File: src/rtl/regm_wb_arbiter.sv
// Round-robin writeback arbiter sharing the regm write port between execute (src0) and load/store (src1).
// Optional combinational write forwarding is enabled by defining REGM_WB_ARBITER_FORWARDING_EN.
module regm_wb_arbiter #(
  parameter int NB_SRC = 2,
  parameter int ADDR_W = 5,
  parameter int DATA_W = 32
) (
  input  logic              clk_i,
  input  logic              rst_i,
  input  logic              src0_valid_i,
  output logic              src0_ready_o,
  input  logic [ADDR_W-1:0] src0_addr_i,
  input  logic [DATA_W-1:0] src0_data_i,
  input  logic              src1_valid_i,
  output logic              src1_ready_o,
  input  logic [ADDR_W-1:0] src1_addr_i,
  input  logic [DATA_W-1:0] src1_data_i,
  output logic              write_o,
  output logic [ADDR_W-1:0] waddr_o,
  output logic [DATA_W-1:0] wdata_o,
  output logic              busy_o,
  input  logic [ADDR_W-1:0] raddr1_i,
  input  logic [ADDR_W-1:0] raddr2_i,
  output logic              fwd1_valid_o,
  output logic [DATA_W-1:0] fwd1_data_o,
  output logic              fwd2_valid_o,
  output logic [DATA_W-1:0] fwd2_data_o
);

  logic                      buf0_valid, buf1_valid;
  logic [ADDR_W-1:0]         buf0_addr, buf1_addr;
  logic [DATA_W-1:0]         buf0_data, buf1_data;
  logic [$clog2(NB_SRC)-1:0] ptr;
  logic                      grant0, grant1;
  logic [ADDR_W-1:0]         g_addr;
  logic [DATA_W-1:0]         g_data;

  // Grants come only from registered state, so ready never depends combinationally on inputs.
  always_comb begin
    grant0 = buf0_valid && (!buf1_valid || (ptr == '0));
    grant1 = buf1_valid && (!buf0_valid || (ptr != '0));
    g_addr = buf0_addr;
    g_data = buf0_data;
    if (grant1) begin
      g_addr = buf1_addr;
      g_data = buf1_data;
    end
  end

  assign src0_ready_o = !buf0_valid || grant0;
  assign src1_ready_o = !buf1_valid || grant1;
  assign busy_o       = buf0_valid || buf1_valid || write_o;

  always_ff @(posedge clk_i) begin
    if (rst_i) begin
      buf0_valid <= 1'b0;
      buf0_addr  <= '0;
      buf0_data  <= '0;
      buf1_valid <= 1'b0;
      buf1_addr  <= '0;
      buf1_data  <= '0;
      ptr        <= '0;
      write_o    <= 1'b0;
      waddr_o    <= '0;
      wdata_o    <= '0;
    end else begin
      // A granted buffer may reload in the same edge, giving 1/cycle per source.
      if (src0_valid_i && src0_ready_o) begin
        buf0_valid <= 1'b1;
        buf0_addr  <= src0_addr_i;
        buf0_data  <= src0_data_i;
      end else if (grant0) begin
        buf0_valid <= 1'b0;
      end

      if (src1_valid_i && src1_ready_o) begin
        buf1_valid <= 1'b1;
        buf1_addr  <= src1_addr_i;
        buf1_data  <= src1_data_i;
      end else if (grant1) begin
        buf1_valid <= 1'b0;
      end

      // Only contended grants move the pointer, to the loser.
      if (buf0_valid && buf1_valid) begin
        ptr <= grant0 ? 1'b1 : 1'b0;
      end

      // x0 writes are granted to drain the buffer but never raise write_o.
      if (grant0 || grant1) begin
        write_o <= (g_addr != '0);
        waddr_o <= g_addr;
        wdata_o <= g_data;
      end else begin
        write_o <= 1'b0;
      end
    end
  end

`ifdef REGM_WB_ARBITER_FORWARDING_EN
  // Covers the cycle where regm's read port still returns the pre-write value.
  assign fwd1_valid_o = write_o && (waddr_o == raddr1_i) && (raddr1_i != '0);
  assign fwd1_data_o  = wdata_o;
  assign fwd2_valid_o = write_o && (waddr_o == raddr2_i) && (raddr2_i != '0);
  assign fwd2_data_o  = wdata_o;
`else
  logic unused_raddr;
  assign unused_raddr = ^{raddr1_i, raddr2_i};
  assign fwd1_valid_o = 1'b0;
  assign fwd1_data_o  = '0;
  assign fwd2_valid_o = 1'b0;
  assign fwd2_data_o  = '0;
`endif

endmodule

File: config.mk
export PLATFORM = sky130hd
export DESIGN_NAME = regm_wb_arbiter
export DESIGN_NICKNAME = d
export VERILOG_FILES = /design/src/rtl/regm_wb_arbiter.sv
export SDC_FILE = /design/constraint.sdc
export NUM_CORES = 1
export LEC_CHECK = 0
export CORE_MARGIN = 2
export CORE_UTILIZATION = 45
export DETAILED_ROUTE_END_ITERATION = 10
export PLACE_DENSITY_LB_ADDON = 0.3
export REMOVE_ABC_BUFFERS = 1
export SLEW_MARGIN = 10
export SYNTH_ARGS = -nofsm -noshare
export SYNTH_HDL_FRONTEND = slang
export SYNTH_SLANG_ARGS = --single-unit
File: constraint.sdc
create_clock -name clk_i -period 2.2 [get_ports clk_i]
set_input_delay 0.44 -clock clk_i [delete_from_list [all_inputs] [get_ports clk_i]]
set_output_delay 0.44 -clock clk_i [all_outputs]
set_load 0.01 [all_outputs]
Word level (Yosys, flattened, before mapping)
Cells that the tools add are included.
- flip-flop bits (word level): 115
- latch bits: 0
- memory bits (writable): 0
- memory bits (read-only): 0
- input port bits: 88
- output and inout bits: 107
- word-level logic and storage cells: 37
- memories: 0
- add/subtract/negate cells: 0
- $mul: 0
- div/mod/pow operators: 0
- $lt $le $gt $ge: 0
- eq/ne operators: 0
- shifts and indexed selects: 0
- muxes and demuxes: 7
- bitwise operators: 2
- reductions and logical operators: 18
- operators with widths (operator ; number):
    32-bit 2-to-1 mux ; 1
    1-bit logical OR ; 7
    1-bit logical AND ; 5
    1-bit 2-to-1 mux ; 5
    5-bit 2-to-1 mux ; 1
    5-bit nonzero test ; 1
    2-bit nonzero test ; 2
    1-bit logical NOT ; 2
    1-bit inverter ; 2
    2-bit OR reduction ; 1

Logic depth before layout (Yosys ltp)
- depth after elaboration: 6
- mapped depth: 6
- gate-level depth less buffers: 3

Worst setup path after synthesis
OpenSTA, ideal clock, no wires.
- kind: reg2out
- start: register buf1_valid
- end: output port busy_o
- arrival: 1.035 ns
- required time: 1.760 ns
- setup slack: 0.725 ns
- stages on the path, launching flop included: 4
- path buffers: 2
- path through: dfxtp_1 -> buf_4 -> clkbuf_1 -> or3_1
- cells in the longest elaborated chain, start to end: 2
- ends and longest elaborated chain (what ; RTL line ; text):
    start: declaration ; 30 ; logic buf0_valid, buf1_valid;
    start signal: assignment ; 59 ; buf1_valid <= 1'b0;
    start signal: assignment ; 77 ; buf1_valid <= 1'b1;
    start signal: assignment ; 81 ; buf1_valid <= 1'b0;
    1-bit logical OR (2 in series) ; 52 ; assign busy_o = buf0_valid || buf1_valid || write_o;
    end: declaration ; 21 ; output logic busy_o,
No other way between the ends.

Final worst setup path
- start: register ptr
- end: output port src1_ready_o
- cells in the longest elaborated chain, start to end: 3
- ends and longest elaborated chain (what ; RTL line ; text):
    start: declaration ; 33 ; logic [$clog2(NB_SRC)-1:0] ptr;
    start signal: assignment ; 86 ; ptr <= grant0 ? 1'b1 : 1'b0;
    1-bit logical OR ; 41 ; grant1 = buf1_valid && (!buf0_valid || (ptr != '0));
    1-bit logical AND ; 41 ;
    1-bit logical OR ; 51 ; assign src1_ready_o = !buf1_valid || grant1;
    end: declaration ; 15 ; output logic src1_ready_o,
No other way between the ends.

==> flow_metrics.py <==
metrics = {
    "floorplanning": {
        "fp-row-count": 41,
        "die-area_um2": 13660,
        "core_um2": 12520,
        "initial_core_util": 0.4581,
        "die_x_um": 116.9,
        "fp.dieH_um": 116.9,
        "io_pins": 195,
    },
    "placed_design": {
        "hpwl_um": 9261,
        "dpl_worst_slack_ns": 0.3331,
        "io_buffers": 118,
        "gp_congestion": 0.7882,
    },
    "global_routing": {
        "grt_util_met2": 0.3487,
        "met3_usage": 0.04737,
        "grt_overflow": 0,
        "top_usage_layer": "met2",
        "grt_max_degree": 46,
        "grt_use_met1": 0.2821,
        "grt_pass1_vias": 4533,
        "grt_antenna_before_repair": 0,
        "grt_pass1_wl_um": 22790,
        "track_usage": 0.2151,
    },
    "power_and_ir_drop": {
        "swShare": 0.2553,
        "pwr-share-seq": 0.405,
        "power.density_nw_per_um2": 780.7,
        "cellLeakagePower_nw": 2.782,
        "switchingPower_mw": 1.455,
        "ir_worst_vdd_mv": 0.4499,
        "combPwrFrac": 0.150,
        "p_clk_frac": 0.445,
        "internal-power_mw": 4.246,
    },
    "timing": {
        "tightest_slew_ns": 0.9444,
        "slew_viol_final": 0,
        "fin_ws_ns": 0.07998,
        "period_minus_slack_ns": 2.120,
        "hold_violations": 0,
        "finClkSkew_ns": 0.007152,
        "slew_headroom": 0.3697,
        "fmax_ghz": 0.4717,
        "whs_ns": 0.4554,
        "fin_crit_sh": 0.9636,
        "rsz0062_at_grt": "false",
        "setup_viol": 0,
        "setup_tns_ns": 0,
    },
    "setup_path": {
        "path_class": "reg -> out",
        "cp.buffers_inverters": 1,
        "crit_start": "ptr",
        "cp_max_fo": 5,
        "arrival_ns": 1.68,
        "worstReg2RegStart": "ptr",
        "cp-end-kind": "output pin",
        "critPathTopFamily": "buffers and inverters",
        "path_cells": "and2b_4 -> nand2_1 -> clkdlybuf4s50_1",
        "slowest_delay_ns": 0.55,
        "cp-start-kind": "register",
        "slowest_stage": "clkdlybuf4s50_1",
        "cp.required_ns": 1.76,
    },
    "route": {
        "antenna_left": 0,
        "vias": 4783,
        "wl_per_cell_um": 16.24,
        "firstDrtPassIters": 4,
        "wl_um": 14660,
        "drtIter0Drc": 287,
        "via_per_inst": 5.297,
        "drc": 0,
    },
    "cts": {
        "ctsRootBufferMaster": "clkbuf_16",
        "cts_tree": "done",
        "ctsHoldBuffers": 0,
        "cts.sinks": 115,
        "clk-insertion-delay-late_ns": 0.40,
        "htreeDepth": 4,
        "cts_inserted_buffers": 17,
        "clkSlewWorstSetupHoldPaths_ns": 0.05,
        "cts_buffer_depth": 2,
    },
    "synthesis": {
        "ys_seq_area_frac": 0.4015,
        "yosys.area.top_type": "dfxtp_1",
        "syn_avg_cell_area_um2": 9.190,
        "yosysWarnings": 0,
        "synth.area.top_cells": "dfxtp_1 40%, mux2i_1 9.4%, buf_4 9.2%",
        "ys_seq_elements": 115,
        "synthesis.instances": 624,
        "syn_area_um2": 5734,
        "yosys.cell_types.count": 36,
        "synth_top_area_frac": 0.4015,
    },
    "layout": {
        "drive_gt1_frac": 0.1081,
        "num-nets-final": 806,
        "finish.utilization": 0.5835,
        "diodes": 0,
        "syn2layout_area_growth_pct": 27.36,
    },
    "hold_path": {
        "hp-start": "buf1_data[19]",
        "min_path_type": "reg -> reg",
    },
    "outcome": {
        "status": "complete, no violations",
    },
    "flow_run": {
        "max_cap_violations": 0,
    },
}
power groups by stage:
stage                     Combinational, mW  Clock (mW)  Sequential [mW]
after floorplan                       0.398           0             2.37
after global placement                0.831           0             2.34
after detailed placement              0.848           0             2.35
after CTS                             0.854        2.58             2.31
after global routing                  0.929        2.68             2.32
final                                 0.853        2.54             2.31
synthesized netlist by cell type, drive strengths merged:
cell and instances:
buf 96, nand2 51, and2b 1, inv 16, or3 1, a21oi 40, o31ai 12, a31oi 7
nand3 1, mux2i 54, nor3 18, and2 1, conb 1, clkbuf 30, a21boi 1, a31o 37
nor2 22, o21ai 27, nand2b 38, o2111ai 12, a2111oi 12, or4 2, a221oi 11, a211oi 17
dfxtp 115, or2 1
registers in the layout, indices dropped and copies added, names as in the netlist:
| register | flops |
|---|---|
| buf0_addr | 5 |
| buf1_addr | 5 |
| buf0_data | 32 |
| waddr_o | 5 |
| ptr | 1 |
| buf1_data | 32 |
| wdata_o | 32 |
| buf1_valid | 1 |
| write_o | 1 |
| buf0_valid | 1 |
worst register-to-register path, delay by kind of cell, from the launching register on:
kind	cells	cell delay, ns
buf+inv	1	0.19
simple gates	2	0.96
flops	1	0.43
compound gates	1	0.22
metrics by stage:
| stage | std cells | power, mW | instance area, µm² |
|---|---|---|---|
| finish | 903 | 5.702 | 7303 |
| global route | 903 | 5.934 | 7303 |
| CTS | 903 | 5.743 | 7300 |
| detailed placement | 870 | 3.200 | 6735 |
| global placement | 870 | 3.176 | 6735 |
| floorplan | 563 | 2.765 | 5147 |
worst paths after layout:
path,slack [ns],depth (start not counted),to
max,0.08,3,src1_ready_o
min,0.46,2,buf1_data[19]
min reg2reg,0.46,2,buf1_data[19]
max reg2reg,0.24,4,wdata_o[1]
layout make-up:
class	count	area (µm²)
clock inverter	9	81.33
timing repair buffer	136	1373
sequential	115	2303
inverter	16	61.31
fill	1088	5214
clock buffer	23	467.9
tap	172	215.2
multi-input combinational	432	2801
kinds of logic after synthesis:
group,share of synthesized area
AOI/OAI and AO/OA,0.2330
buffers and inverters,0.1554
DFF,0.4015
muxes,0.09426
other,0.0006540
and+or+nand+nor,0.1152
placed cells by master, fill, tap and decap left out, types with 3 or more instances in the layout:
cell | synthesis | routed
a31o_2 | 7 | 7
clkinvlp_4 | 0 | 3
a221oi_2 | 10 | 10
buf_4 | 70 | 12
clkinv_2 | 0 | 5
a31oi_1 | 7 | 7
o31ai_1 | 12 | 12
conb_1 | 1 | 66
o2111ai_1 | 12 | 12
clkbuf_16 | 0 | 17
a2111oi_1 | 8 | 8
nor3_1 | 18 | 18
clkdlybuf4s50_1 | 0 | 116
nand2b_1 | 37 | 37
buf_12 | 0 | 5
nand2_1 | 51 | 51
a211oi_1 | 17 | 17
inv_1 | 14 | 14
nor2_1 | 21 | 21
clkbuf_1 | 29 | 4
mux2i_1 | 54 | 54
a31o_1 | 30 | 30
a2111oi_2 | 4 | 4
dfxtp_1 | 115 | 114
a21oi_1 | 40 | 40
o21ai_0 | 27 | 27
repair_timing:
| item | CTS | global route |
|---|---|---|
| setup endpoints to repair | 2 | 1 |
| gates resized for setup | 1 | 1 |
| buffers inserted | 1 | 0 |
per-layer routing:
layer	wire length, µm	up-vias
met3	1182	15
met5	0	-
met1	6355	2254
li1	-	2285
met2	6992	229
met4	129	0
No activity file was read; power rests on OpenSTA's default activity.
